[src/rtl/wc_f22x2_conv.sv]
// Fixed-coefficient 4-tap 1-D convolution as two Winograd F(2,2) tiles in a 4-stage pipeline.
// Define WC_SAT_EN to saturate the outputs to DW bits instead of wrapping.

module wc_f22x2_tile #(
  parameter int DW = 10,
  parameter int WW = 6,
  parameter int GA = 4,
  parameter int GB = 2
) (
  input  logic                   clk,
  input  logic                   rst,
  input  logic signed [DW-1:0]   a0_i,
  input  logic signed [DW-1:0]   a1_i,
  input  logic signed [DW-1:0]   a2_i,
  output logic signed [DW+WW+2:0] y0_o,
  output logic signed [DW+WW+2:0] y1_o
);
  localparam int PW = DW + WW + 2;
  localparam logic signed [WW-1:0] GA_C = WW'(GA);
  localparam logic signed [WW-1:0] GB_C = WW'(GB);
  localparam logic signed [WW:0]   GS_C = (WW+1)'(GA + GB);

  logic signed [DW:0]   df1_d, df3_d, df1_q, df3_q;
  logic signed [DW-1:0] a1_q;
  logic signed [PW-1:0] m1_d, m2_d, m3_d, m1_q, m2_q, m3_q;

  always_comb begin
    df1_d = (DW+1)'(a0_i) - (DW+1)'(a1_i);
    df3_d = (DW+1)'(a2_i) - (DW+1)'(a1_i);
    m1_d  = PW'(df1_q) * PW'(GA_C);
    m2_d  = PW'(a1_q)  * PW'(GS_C);
    m3_d  = PW'(df3_q) * PW'(GB_C);
  end

  always_ff @(posedge clk or negedge rst) begin
    if (!rst) begin
      df1_q <= '0;
      df3_q <= '0;
      a1_q  <= '0;
      m1_q  <= '0;
      m2_q  <= '0;
      m3_q  <= '0;
    end else begin
      df1_q <= df1_d;
      df3_q <= df3_d;
      a1_q  <= a1_i;
      m1_q  <= m1_d;
      m2_q  <= m2_d;
      m3_q  <= m3_d;
    end
  end

  // Output transform stays combinational; the top folds it into the final stage.
  assign y0_o = (PW+1)'(m1_q) + (PW+1)'(m2_q);
  assign y1_o = (PW+1)'(m2_q) + (PW+1)'(m3_q);
endmodule

module wc_f22x2_conv #(
  parameter int DW = 10,
  parameter int WW = 6,
  parameter int W0 = 4,
  parameter int W1 = 2,
  parameter int W2 = 13,
  parameter int W3 = 9
) (
  input  logic              clk,
  input  logic              rst,
  input  logic [5*DW-1:0]   D,
  output logic [2*DW-1:0]   Z
);
  localparam int TW = DW + WW + 3;
  localparam int SW = DW + WW + 4;

  logic [5*DW-1:0]     d_q;
  logic [4:0][DW-1:0]  win;
  logic [1:0][TW-1:0]  ty0, ty1;
  logic signed [SW-1:0] s0, s1;
  logic [2*DW-1:0]     z_d, z_q;

  // win[i] is sample d_i; d0 sits in the top slice of D.
  for (genvar i = 0; i < 5; i++) begin : g_win
    assign win[i] = d_q[(5-i)*DW-1 -: DW];
  end

  for (genvar t = 0; t < 2; t++) begin : g_tile
    wc_f22x2_tile #(
      .DW(DW), .WW(WW),
      .GA(t == 0 ? W0 : W2),
      .GB(t == 0 ? W1 : W3)
    ) u_tile (
      .clk  (clk),
      .rst  (rst),
      .a0_i ($signed(win[2*t])),
      .a1_i ($signed(win[2*t+1])),
      .a2_i ($signed(win[2*t+2])),
      .y0_o (ty0[t]),
      .y1_o (ty1[t])
    );
  end

  function automatic logic [DW-1:0] narrow(input logic signed [SW-1:0] s);
`ifdef WC_SAT_EN
    logic signed [SW-1:0] smax, smin;
    smax = SW'(2**(DW-1) - 1);
    smin = -smax - SW'(1);
    if (s > smax)      return smax[DW-1:0];
    else if (s < smin) return smin[DW-1:0];
    else               return s[DW-1:0];
`else
    return s[DW-1:0];
`endif
  endfunction

  always_comb begin
    s0  = SW'($signed(ty0[0])) + SW'($signed(ty0[1]));
    s1  = SW'($signed(ty1[0])) + SW'($signed(ty1[1]));
    z_d = {narrow(s0), narrow(s1)};
  end

  always_ff @(posedge clk or negedge rst) begin
    if (!rst) begin
      d_q <= '0;
      z_q <= '0;
    end else begin
      d_q <= D;
      z_q <= z_d;
    end
  end

  assign Z = z_q;
endmodule

[config.mk]
export PLATFORM = sky130hd
export DESIGN_NAME = wc_f22x2_conv
export DESIGN_NICKNAME = d
export VERILOG_FILES = /design/src/rtl/wc_f22x2_conv.sv
export SDC_FILE = /design/constraint.sdc
export NUM_CORES = 1
export LEC_CHECK = 0
export BUFFER_PORTS_ARGS = -buffer_cell sky130_fd_sc_hd__buf_2
export CAP_MARGIN = 10
export CORE_ASPECT_RATIO = 2
export CORE_UTILIZATION = 58
export CTS_CLUSTER_DIAMETER = 200
export DETAILED_ROUTE_END_ITERATION = 6
export GPL_ROUTABILITY_DRIVEN = 0
export PLACE_DENSITY = 0.78
export SKIP_CTS_REPAIR_TIMING = 1
export SLEW_MARGIN = 10
export SYNTH_ARGS = -nofsm -noshare
export SYNTH_HDL_FRONTEND = slang
export SYNTH_SLANG_ARGS = --single-unit
[constraint.sdc]
create_clock -name clk -period 7.9 [get_ports clk]
set_input_delay 0.79 -clock clk [delete_from_list [all_inputs] [get_ports clk]]
set_output_delay 0.79 -clock clk [all_outputs]
set_load 0.02 [all_outputs]
Yosys cells after proc, flatten, opt, wreduce, memory -nomap -nowiden
Index checks and enable logic that the tools add are counted.

Bits in registers: 182. Input bits: 52. Output and inout bits: 20. Logic and storage cells: 28.

Add/sub/neg operators: 10. Multiply operators: 4.

Operators with widths (count): adder 10 bit (6); multiplier 11 x 5 -> 10 bit (second input constant) (2); subtractor 10 x 10 -> 11 bit (2); multiplier 10 x 3 -> 9 bit (second input constant) (1); multiplier 10 x 5 -> 9 bit (second input constant) (1); subtractor 9 bit (1); subtractor 8 bit (1).

Depth between registers and ports, before layout
Word-level depth: 2. Gate-level depth with buffers: 12. Gate-level depth less buffers: 12.

Cells and area by module
Synthesis repeated with hierarchy kept, for this count alone.

Cells, all modules: 1258. Area total of the unflattened synthesis: 13426.6 µm².

By module, submodules not included: wc_f22x2_tile (g_tile[1].u_tile) (times used 1, cells an instance 670, area each 6585.1 µm², sequential area each 1976.9 µm²); wc_f22x2_tile (g_tile[0].u_tile) (times used 1, cells an instance 421, area each 4290.4 µm², sequential area each 1676.6 µm²); wc_f22x2_conv (times used 1, cells an instance 167, area each 2551.2 µm², sequential area each 1751.7 µm²).

Least setup slack after synthesis
OpenSTA, ideal clock, no wires.

Path type: register to register. From: reg g_tile[1].u_tile.m2_q[3]. To: reg z_q[19] (netlist: Z[19]). Library setup time: 80 ps. Data arrival time: 2722 ps. Required time: 7820 ps. Slack: 5098 ps. Stages on the path, launching flop included: 12. Path buffers: 0. Clock period less this slack: 2802 ps. Cells stage by stage: dfrtp_1 -> inv_1 -> fa_1 -> fa_1 -> inv_1 -> ha_1 -> fa_1 -> a21o_1 -> a21oi_1 -> o21bai_1 -> a21oi_1 -> xnor2_1.

Longest elaborated chain between the ends: 2.

Ends and longest elaborated chain: start: declaration (line 25) `logic signed [PW-1:0] m1_d, m2_d, m3_d, m1_q, m2_q, m3_q;`; start signal: assignment (line 48) `m2_q <= m2_d;`; adder 10 bit (line 54) `assign y0_o = (PW+1)'(m1_q) + (PW+1)'(m2_q);`; adder 10 bit (line 115) `s0 = SW'($signed(ty0[0])) + SW'($signed(ty0[1]));`; net s0[9] (line 77) `logic signed [SW-1:0] s0, s1;`; end signal: assignment (line 126) `z_q <= z_d;`; end: declaration (line 78) `logic [2*DW-1:0] z_d, z_q;`.

The timed path passes the listed nets, and every way through them passes these cells.

Worst setup path in the final report
From: reg g_tile[1].u_tile.df1_q[2]. To: reg g_tile[1].u_tile.m1_q[9].

Longest elaborated chain between the ends: 1.

Ends and longest elaborated chain: start: declaration (line 23) `logic signed [DW:0] df1_d, df3_d, df1_q, df3_q;`; start signal: assignment (line 37) `df1_q <= '0;`; start signal: assignment (line 44) `df1_q <= df1_d;`; multiplier 11 x 5 -> 10 bit (line 30) `m1_d = PW'(df1_q) * PW'(GA_C);`; net g_tile[1].u_tile.m1_d[9] (line 25); end signal: assignment (line 47) `m1_q <= m1_d;`; end: declaration (line 25).

The timed path passes the listed nets, and every way through them passes these cells.

==> flow_summary.ini <==
[clock_network]
clock_path_buffers = 2
clkSlewWorstSetupHoldPaths_ps = 80
cts_root_buf = clkbuf_16
clock_sinks = 177
clk_latency_ps = 430
cts_tree = yes
htree_num_levels = 4
cts_made_buffers = 17

[drt]
route.met2.wl_um = 10010
wl_um = 17280
wl_met1_um = 5566
firstDrtPassIters = 5
drtAntennaViolNets = 0
vias_per_cell = 5.237
post_drt_wl_per_cell_um = 16.85
drc = 0
top_layer_used = met4
wl_met3_um = 387
drt_iter0_drc = 165
num_vias = 5373

[yosys]
synth_top_area_cell = dfrtp_1
postSynthCellCount = 729
ys_types = 40
ys_seq_area_share_pct = 49.06
synth_area_mm2 = 0.009027
synth_seq_cells = 177
ys_warn_count = 0
synth_area_leaders = dfrtp_1 (49%), ha_1 (15%), fa_1 (11%), xnor2_1 (6.4%), inv_1 (5.7%)
yosys.area.top_type_share_pct = 49.06
syn_area_per_cell_um2 = 12.38
syn_nets = 934

[worst_setup_path]
arrival_ps = 3380
crit_path_start_kind = flip-flop
endpoint_kind = flip-flop
path_class = flip-flop to flip-flop
cp_max_fo = 3
critPathRequiredTime_ps = 8170

[power]
power_frac_seq_pct = 29.8
p_per_area_mw_per_mm2 = 400.3
p_sw_w = 0.001599
leakagePower_nw = 5.141
power.internal_w = 0.002484
combPwrFrac_pct = 49.8
clkPwrFrac_pct = 20.4
netSwitchingFraction_pct = 39.15
vdd_ir_drop_max_v = 0.0001976

[timing]
setup_slack_ps = 4788
fmax_ghz = 0.3214
min_period_ps = 3112
finalSetupTns_ps = 0
finalCritPeriodShare_pct = 39.39
relSlewSlack_pct = 37.18
rsz0062_at_grt = false
setup_viol = 0
hold_viol = 0
fin_skew_ps = 9.940
worstMarginPinSlew_ps = 942.3
slew_violations = 0

[placed_design]
io_buffers = 68
hpwl_um = 13380
dpl_worst_slack_ps = 4829

[min_path]
hold_path_class = flip-flop to flip-flop

[cells_and_area]
fin_util_pct = 67.03
layout_common_cells = dfrtp_1 (177), inv_1 (137), ha_1 (105)
antenna_cells = 0
drive_above_1_share_pct = 13.53
syn_to_final_growth_pct = 12.97
nNetsFinal = 1020
final_common_cell = dfrtp_1
n_fill_cell = 1089

[floorplanning]
die_h_um = 178.4
core_region_area_mm2 = 0.01521
initial_core_util_pct = 59.33
design.die.area_mm2 = 0.01610
core.rowCount = 64
ioPinCount = 72
die_w_um = 90.22

[grt]
grt_use_total_pct = 23.89
grt_pass1_vias = 6010
antenna_found_initial = 0
grt_pass1_wl_um = 28460
grt_max_degree = 99
gr-total-overflow = 0

[flow_run]
drv_cap = 0

[outcome]
status = completed
## critical path: stages (launching register included)
cell and delay (ps):
dfrtp_1 410, ha_1 330, ha_1 330, fa_1 470, ha_1 360, nor2b_1 170
nor3_1 290, o21bai_1 130, a21oi_1 190, xnor2_1 270
## synth_stat cells (all sizes together)
| library cell | n |
|---|---|
| nand4 | 3 |
| a21boi | 2 |
| o21bai | 11 |
| mux2i | 2 |
| dfrtp | 177 |
| o2111ai | 5 |
| o211ai | 1 |
| o41a | 1 |
| buf | 2 |
| a211oi | 4 |
| o31a | 1 |
| ha | 105 |
| nor3 | 12 |
| o22a | 1 |
| o21ai | 12 |
| a21o | 10 |
| nor2 | 35 |
| xor2 | 11 |
| or2 | 1 |
| o21a | 7 |
| fa | 48 |
| o41ai | 5 |
| nand2 | 12 |
| nand2b | 5 |
| xnor2 | 66 |
| nand3b | 1 |
| nand3 | 11 |
| o22ai | 1 |
| and2 | 1 |
| a211o | 1 |
| inv | 137 |
| nor2b | 10 |
| a21oi | 25 |
| a31oi | 1 |
| a221oi | 2 |
## final cells by class
class,instances,area [um2],area share (%)
Sequential cell,177,4429,43.43
Multi-Input combinational cell,413,4065,39.86
Inverter,137,514.2,5.042
Clock buffer,17,425.4,4.171
Timing Repair Buffer,69,354.1,3.472
Tap cell,198,247.7,2.429
Clock inverter,15,162.7,1.595
## power by group through the flow
stage          Combinational [W]  Clock, W  Sequential (W)
2_1_floorplan            0.00149         0         0.00126
3_3_place_gp             0.00191         0         0.00123
3_5_place_dp             0.00203         0         0.00123
4_1_cts                  0.00206  0.000852         0.00122
5_1_grt                  0.00229  0.000892         0.00123
6_report                 0.00203  0.000834         0.00122
## layer usage
layer | up-vias | track usage [%]
met5 | - | 0
met1 | 2667 | 21.07
met4 | 0 | 19.29
met2 | 135 | 46.79
li1 | 2513 | -
met3 | 58 | 3.410
## cells by family after synthesis
| kind of cell | share of synthesized area [%] |
|---|---|
| buffers and inverters | 5.904 |
| and+or+nand+nor | 4.976 |
| xor gates and xnor gates | 7.470 |
| AOI/OAI and AO/OA | 7.166 |
| muxes | 0.2218 |
| adders and majority gates | 25.20 |
| DFF | 49.06 |
## state kept, by name, indices dropped and copies added (netlist names)
| name | count |
|---|---|
| Z | 20 |
| d_q | 47 |
| g_tile.u_tile.a1_q | 18 |
| g_tile.u_tile.df1_q | 18 |
| g_tile.u_tile.df3_q | 19 |
| g_tile.u_tile.m1_q | 18 |
| g_tile.u_tile.m2_q | 18 |
| g_tile.u_tile.m3_q | 19 |
## path summary, 6_finish.rpt
check / start / cells after the start / slack [ps] / endpoint
max in group asynchronous: rst / 2 / 5940 / g_tile[1].u_tile.m1_q[1]
min in group asynchronous: rst / 1 / 460 / Z[10]
worst max-delay path: g_tile[1].u_tile.df1_q[2] / 9 / 4790 / g_tile[1].u_tile.m1_q[9]
worst min register to register: g_tile[0].u_tile.df3_q[2] / 0 / 350 / g_tile[0].u_tile.m3_q[3]
worst min-delay path: g_tile[0].u_tile.df3_q[2] / 0 / 350 / g_tile[0].u_tile.m3_q[3]
worst max register to register: g_tile[1].u_tile.df1_q[2] / 9 / 4790 / g_tile[1].u_tile.m1_q[9]
## stage by stage
stage	instance area, um2	total power, W	std cells	hold slack (ps)
after floorplan	9027	0.002751	729	331.2
after global placement	9610	0.003138	994	335.8
after detailed placement	9610	0.003268	994	334.7
after CTS	10200	0.004131	1026	347.0
after global routing	10200	0.004417	1026	354.3
final	10200	0.004083	1026	345.8
Note: power is estimated with default switching activity, not from simulation.
